File: config.mk
export PLATFORM = sky130hd
export DESIGN_NAME = usb_slfifo_reader
export DESIGN_NICKNAME = d
export VERILOG_FILES = /design/src/rtl/usb_slfifo_pkg.sv /design/src/rtl/slfifo_sync_fifo.sv /design/src/rtl/usb_slfifo_reader.sv
export SDC_FILE = /design/constraint.sdc
export NUM_CORES = 1
export LEC_CHECK = 0
export BUFFER_PORTS_ARGS = -buffer_cell sky130_fd_sc_hd__buf_2
export CAP_MARGIN = 20
export CELL_PAD_IN_SITES_DETAIL_PLACEMENT = 1
export CELL_PAD_IN_SITES_GLOBAL_PLACEMENT = 1
export CORE_MARGIN = 3
export CORE_UTILIZATION = 35
export DETAILED_ROUTE_END_ITERATION = 10
export GPL_ROUTABILITY_DRIVEN = 0
export GPL_TIMING_DRIVEN = 0
export MAX_ROUTING_LAYER = met4
export PLACE_DENSITY = 0.65
export SETUP_SLACK_MARGIN = 0.15
export SLEW_MARGIN = 5
export SYNTH_ARGS = -nofsm -noshare
export SYNTH_HDL_FRONTEND = slang
export SYNTH_HIERARCHICAL = 1
export SYNTH_SLANG_ARGS = --single-unit
export TNS_END_PERCENT = 50
File: constraint.sdc
create_clock -name USB_IFCLK -period 9.1 [get_ports USB_IFCLK]
set_input_delay 0.91 -clock USB_IFCLK [delete_from_list [all_inputs] [get_ports USB_IFCLK]]
set_output_delay 0.91 -clock USB_IFCLK [all_outputs]
set_load 0.01 [all_outputs]
File: src/rtl/usb_slfifo_pkg.sv
// Shared types and constants for the FX2 Slave FIFO reader/writer pair.
package usb_slfifo_pkg;

    localparam int FD_W = 16;

    localparam logic [1:0] EP2 = 2'b00;
    localparam logic [1:0] EP4 = 2'b01;
    localparam logic [1:0] EP6 = 2'b10;
    localparam logic [1:0] EP8 = 2'b11;

    typedef enum logic [2:0] {
        RD_IDLE,
        RD_ADDR,
        RD_OE,
        RD_READ,
        RD_REL
    } rd_state_t;

endpackage

File: src/rtl/slfifo_sync_fifo.sv
// Generic first-word-fall-through synchronous FIFO; pointers carry an extra MSB
// so full/empty/level fall out of a plain subtraction.
module slfifo_sync_fifo #(
    parameter int WIDTH = 16,
    parameter int DEPTH = 16
) (
    input  logic                     clk,
    input  logic                     rst_n,
    input  logic                     push,
    input  logic [WIDTH-1:0]         din,
    input  logic                     pop,
    output logic [WIDTH-1:0]         dout,
    output logic                     full,
    output logic                     empty,
    output logic [$clog2(DEPTH):0]   level
);

    localparam int AW = $clog2(DEPTH);

    logic [WIDTH-1:0] mem [DEPTH];
    logic [AW:0]      wr_ptr;
    logic [AW:0]      rd_ptr;
    logic             push_ok;
    logic             pop_ok;

    assign level   = wr_ptr - rd_ptr;
    assign full    = (level == (AW+1)'(DEPTH));
    assign empty   = (wr_ptr == rd_ptr);
    // Push is refused when full even if a pop happens on the same edge.
    assign push_ok = push & ~full;
    assign pop_ok  = pop & ~empty;
    assign dout    = mem[rd_ptr[AW-1:0]];

    always_ff @(posedge clk) begin
        if (push_ok)
            mem[wr_ptr[AW-1:0]] <= din;
    end

    always_ff @(posedge clk or negedge rst_n) begin
        if (!rst_n) begin
            wr_ptr <= '0;
            rd_ptr <= '0;
        end else begin
            if (push_ok)
                wr_ptr <= wr_ptr + 1'b1;
            if (pop_ok)
                rd_ptr <= rd_ptr + 1'b1;
        end
    end

endmodule

File: src/rtl/usb_slfifo_reader.sv
// FX2 Slave FIFO synchronous-read master draining an OUT endpoint into a stream.
// Optional macro USB_SLFIFO_RD_CNT_EN adds RD_COUNT and OVR_STALL.
module usb_slfifo_reader
    import usb_slfifo_pkg::*;
#(
    parameter logic [1:0] EP_ADDR   = EP2,
    parameter int         DEPTH     = 16,
    parameter int         BURST_LEN = 256
) (
    input  logic                   USB_IFCLK,
    input  logic                   USB_RESET2,
    input  logic                   REQ,
    output logic                   BUSY,
    input  logic [FD_W-1:0]        FD,
    input  logic                   EF_N,
    output logic                   SLRD_N,
    output logic                   SLOE_N,
    output logic [1:0]             FIFOADR,
    output logic [FD_W-1:0]        M_DATA,
    output logic                   M_VALID,
    input  logic                   M_READY,
    output logic [$clog2(DEPTH):0] LEVEL
`ifdef USB_SLFIFO_RD_CNT_EN
    ,
    output logic [31:0]            RD_COUNT,
    output logic                   OVR_STALL
`endif
);

    localparam logic [15:0] BURST_MAX = 16'(BURST_LEN);

    rd_state_t   state;
    logic [15:0] burst_cnt;
    logic        burst_done;
    logic        full;
    logic        empty;
    logic        push;

    assign FIFOADR    = EP_ADDR;
    assign burst_done = (burst_cnt == BURST_MAX);
    // Strobe is combinational on EF_N so an empty FX2 FIFO is never popped.
    assign SLRD_N     = ~((state == RD_READ) & EF_N & ~full & ~burst_done);
    assign push       = ~SLRD_N;
    assign M_VALID    = ~empty;

    slfifo_sync_fifo #(
        .WIDTH (FD_W),
        .DEPTH (DEPTH)
    ) u_buf (
        .clk   (USB_IFCLK),
        .rst_n (USB_RESET2),
        .push  (push),
        .din   (FD),
        .pop   (M_READY),
        .dout  (M_DATA),
        .full  (full),
        .empty (empty),
        .level (LEVEL)
    );

    always_ff @(posedge USB_IFCLK or negedge USB_RESET2) begin
        if (!USB_RESET2) begin
            state     <= RD_IDLE;
            BUSY      <= 1'b0;
            SLOE_N    <= 1'b1;
            burst_cnt <= '0;
        end else begin
            if (push)
                burst_cnt <= burst_cnt + 1'b1;
            case (state)
                RD_IDLE: begin
                    if (REQ && EF_N) begin
                        state     <= RD_ADDR;
                        BUSY      <= 1'b1;
                        burst_cnt <= '0;
                    end
                end
                RD_ADDR: begin
                    state  <= RD_OE;
                    SLOE_N <= 1'b0;
                end
                RD_OE: state <= RD_READ;
                RD_READ: begin
                    // A strobe already asserted this cycle still completes on exit.
                    if (!EF_N || !REQ || burst_done) begin
                        state  <= RD_REL;
                        SLOE_N <= 1'b1;
                    end
                end
                RD_REL: begin
                    state <= RD_IDLE;
                    BUSY  <= 1'b0;
                end
                default: begin
                    state  <= RD_IDLE;
                    BUSY   <= 1'b0;
                    SLOE_N <= 1'b1;
                end
            endcase
        end
    end

`ifdef USB_SLFIFO_RD_CNT_EN
    logic [6:0] stall_cnt;
    logic       stall;

    assign stall = (state == RD_READ) & full;

    always_ff @(posedge USB_IFCLK or negedge USB_RESET2) begin
        if (!USB_RESET2) begin
            RD_COUNT  <= '0;
            OVR_STALL <= 1'b0;
            stall_cnt <= '0;
        end else begin
            if (push)
                RD_COUNT <= RD_COUNT + 1'b1;
            // Sticky flag fires on the 65th consecutive stalled cycle.
            if (stall) begin
                if (stall_cnt == 7'd64)
                    OVR_STALL <= 1'b1;
                else
                    stall_cnt <= stall_cnt + 1'b1;
            end else begin
                stall_cnt <= '0;
            end
        end
    end
`endif

endmodule

==> flow_summary.yaml <==
synthesis:
  syn_inst: 661
  synth_warnings: 6
  avgSynthCellArea_sq_um: 17.76
  synth-edff-count: 256
  synthArstFlopShare: 0.1080
  ys_ff_latch: 287
  ys_types: 56
  synthesis.area_sq_um: 11740
  ys.flop_type: "edfxtp_1"
  seq_area_frac_synth: 0.7210
placement:
  placed_area_sq_um: 12790
  portBuffers: 45
  dp_hpwl_um: 19150
  post-place-ws_ps: 3482
  place_inst: 1164
critical_path:
  r2r_start: "u_buf/rd_ptr[2]$_DFFE_PN0P_"
  start_kind: "flip-flop"
  r2r_end: "u_buf/mem[2][15]$_DFFE_PP_"
  slowest_stage: "nor2_1"
  critPathMostFrequentCell: "buf_2"
  critPathKind: "flip-flop to primary output"
  worst-r2r-cell-count: 15
  crit_buf_inv: 7
  crit_required_ps: 8190
  critPathTopFamily: "buffers and inverters"
  cp.arrival_ps: 4630
  r2r_slack_ps: 3590
  worstSetupEndpointType: "primary output"
  slowest_delay_ps: 540
  crit_chain: "buf_2 -> buf_2 -> clkinv_1 -> clkbuf_1 -> ha_1 -> a21oi_1 -> a21boi_1 -> o2111ai_4 -> inv_4 -> nor2b_1 -> nand2_1 -> nor2_1 -> inv_1 -> buf_2"
  cp_max_fo: 10
detailed_routing:
  via_count: 6334
  via_per_inst: 5.183
  wl_per_cell_um: 22.92
  drtIter0Drc: 320
  ant_nets: 0
  drc: 0
  wirelength_um: 28010
  dr.pass1.iters: 4
final_layout:
  fin_util: 0.4197
  final_cell_mix: "edfxtp_1, nand2_1, mux4_2"
  final_nets: 789
  stdcell_count: 1222
  mostFrequentLayoutCell: "edfxtp_1"
  final_layout_size_suffix_gt1_frac: 0.2802
  final_cell_area_sq_um: 13760
  area_growth_pct: 17.20
global_route:
  grtUsageTotal: 0.1617
  grt_remaining_overflow: 0
  grt_pass1_vias: 6786
  antenna_found_initial: 1
  grt_max_degree: 32
  grt_first_pass_wirelength_um: 42490
floorplan:
  die_w_um: 189.1
  die_area_sq_um: 35780
  die_height_um: 189.1
  coreArea_sq_um: 32780
  rows: 66
  start_util: 0.3581
  ios: 48
power:
  ir_drop_mv: 0.1743
  power_density_nw_per_um2: 295.8
  clock_power_share: 0.285
  netSwitchingFraction: 0.3234
  p_comb_frac: 0.333
  internal_power_mw: 2.754
  total_power_mw: 4.070
  p_sw_mw: 1.316
  p_leak_nw: 4.659
  p_seq_frac: 0.382
clocking:
  cts_root_buf: "clkbuf_16"
  cts_tree: "yes"
  clkLatencyLatePin_ps: 550
  cts_buffer_depth: 3
  cts_repair_resize_count: 0
  cts_buffers: 31
  hold_buffers: 0
  cts.htree.levels: 1
  cts_sinks: 287
  cts_setup_buffers: 0
  clkSlewWorstSetupHoldPaths_ps: 60
timing:
  tightest_slew_ps: 957.3
  fin_crit_ps: 5538
  worst_slack_ps: 3562
  fin_crit_sh: 0.6086
  slew_viol_final: 0
  fin_worst_skew_ps: 6.498
  fmax_mhz: 180.6
  rsz0062_at_grt: "false"
  hold_viol_final: 0
  fin_setup_tns_ps: 0
  setup_viol: 0
  max_slew_margin: 0.3583
  whs_ps: 436.3
min_path:
  hp-class: "primary input to async pin"
outcome:
  status: "complete, no violations"
job:
  timing.max_cap.violations: 0
[per-layer routing]
layer,global-route usage,wire [um]
met5,-,0
met4,0.04039,635
met3,0.01666,1053
met2,0.2697,14100
met1,0.2151,12220
[power by group through the flow]
| stage | clock network, mW | registers [mW] | logic, mW |
|---|---|---|---|
| 2_1_floorplan | 0 | 1.57 | 0.911 |
| 3_3_place_gp | 0 | 1.58 | 1.35 |
| 3_5_place_dp | 0 | 1.58 | 1.38 |
| 4_1_cts | 1.19 | 1.55 | 1.39 |
| 5_1_grt | 1.24 | 1.56 | 1.48 |
| 6_report | 1.16 | 1.55 | 1.35 |
[cell usage after synthesis (all sizes together) (2+ instances only)]
cell,number,share of area
o31ai,4,0.0026
nand3,11,0.0047
clkinv,2,0.00064
mux2i,2,0.0017
inv,14,0.0047
xnor2,10,0.0075
nor4b,2,0.0015
buf,21,0.012
or3,10,0.0055
mux4,64,0.12
a31oi,17,0.0091
nand2b,4,0.0021
and3b,2,0.0018
nor2b,2,0.0011
o21ai,8,0.0034
a21oi,12,0.0051
xor2,5,0.0037
ha,11,0.012
nor3,8,0.0044
edfxtp,256,0.65
or4,5,0.0035
nand4,10,0.0059
nand2,78,0.025
mux2,2,0.0019
clkbuf,11,0.0044
nor4,6,0.0032
nor2,22,0.0070
dfrtp,30,0.064
and4,2,0.0016
nand3b,2,0.0023
and3,16,0.0085
[sequential cells by signal (all words and copies together), names as in the netlist]
| signal | cells |
|---|---|
| burst_cnt | 16 |
| SLOE_N | 1 |
| state | 3 |
| BUSY | 1 |
| u_buf/mem | 256 |
| u_buf/wr_ptr | 5 |
| u_buf/rd_ptr | 5 |
[how the worst max path moves through the flow]
stage                                     start                    endpoint  depth (start not counted)
CTS                 u_buf/rd_ptr[2]$_DFFE_PN0P_   u_buf/mem[0][2]$_DFFE_PP_                         15
finish              u_buf/rd_ptr[2]$_DFFE_PN0P_                      SLRD_N                         14
floorplan           u_buf/rd_ptr[2]$_DFFE_PN0P_   u_buf/mem[3][0]$_DFFE_PP_                         14
detailed placement  u_buf/rd_ptr[2]$_DFFE_PN0P_   u_buf/mem[0][2]$_DFFE_PP_                         15
global route        u_buf/rd_ptr[2]$_DFFE_PN0P_  u_buf/mem[1][14]$_DFFE_PP_                         15
global placement    u_buf/rd_ptr[2]$_DFFE_PN0P_  u_buf/mem[0][15]$_DFFE_PP_                         14
[final cells by class]
type / count / area [sq um]
clock inverter: 15 / 123.9
tap: 442 / 553.0
antenna: 2 / 5.005
buffer: 33 / 201.4
clock buffer: 40 / 809.5
inverter: 16 / 62.56
multi-input combinational: 326 / 3063
sequential: 287 / 8464
fill: 3192 / 19020
timing repair buffer: 61 / 476.7
[cells by family (layout without fill, tap and decap cells)]
group / Yosys count / after routing / synth area share
buf+inv: 49 / 165 / 0.02249
fa+ha+maj: 12 / 12 / 0.01343
compound gates: 46 / 46 / 0.02526
flops: 287 / 287 / 0.7210
simple gates: 183 / 183 / 0.07993
mux: 68 / 68 / 0.1264
xor+xnor: 15 / 15 / 0.01119
other cells: 1 / 4 / 0.0003194
Power figures use the tool's default switching activity.
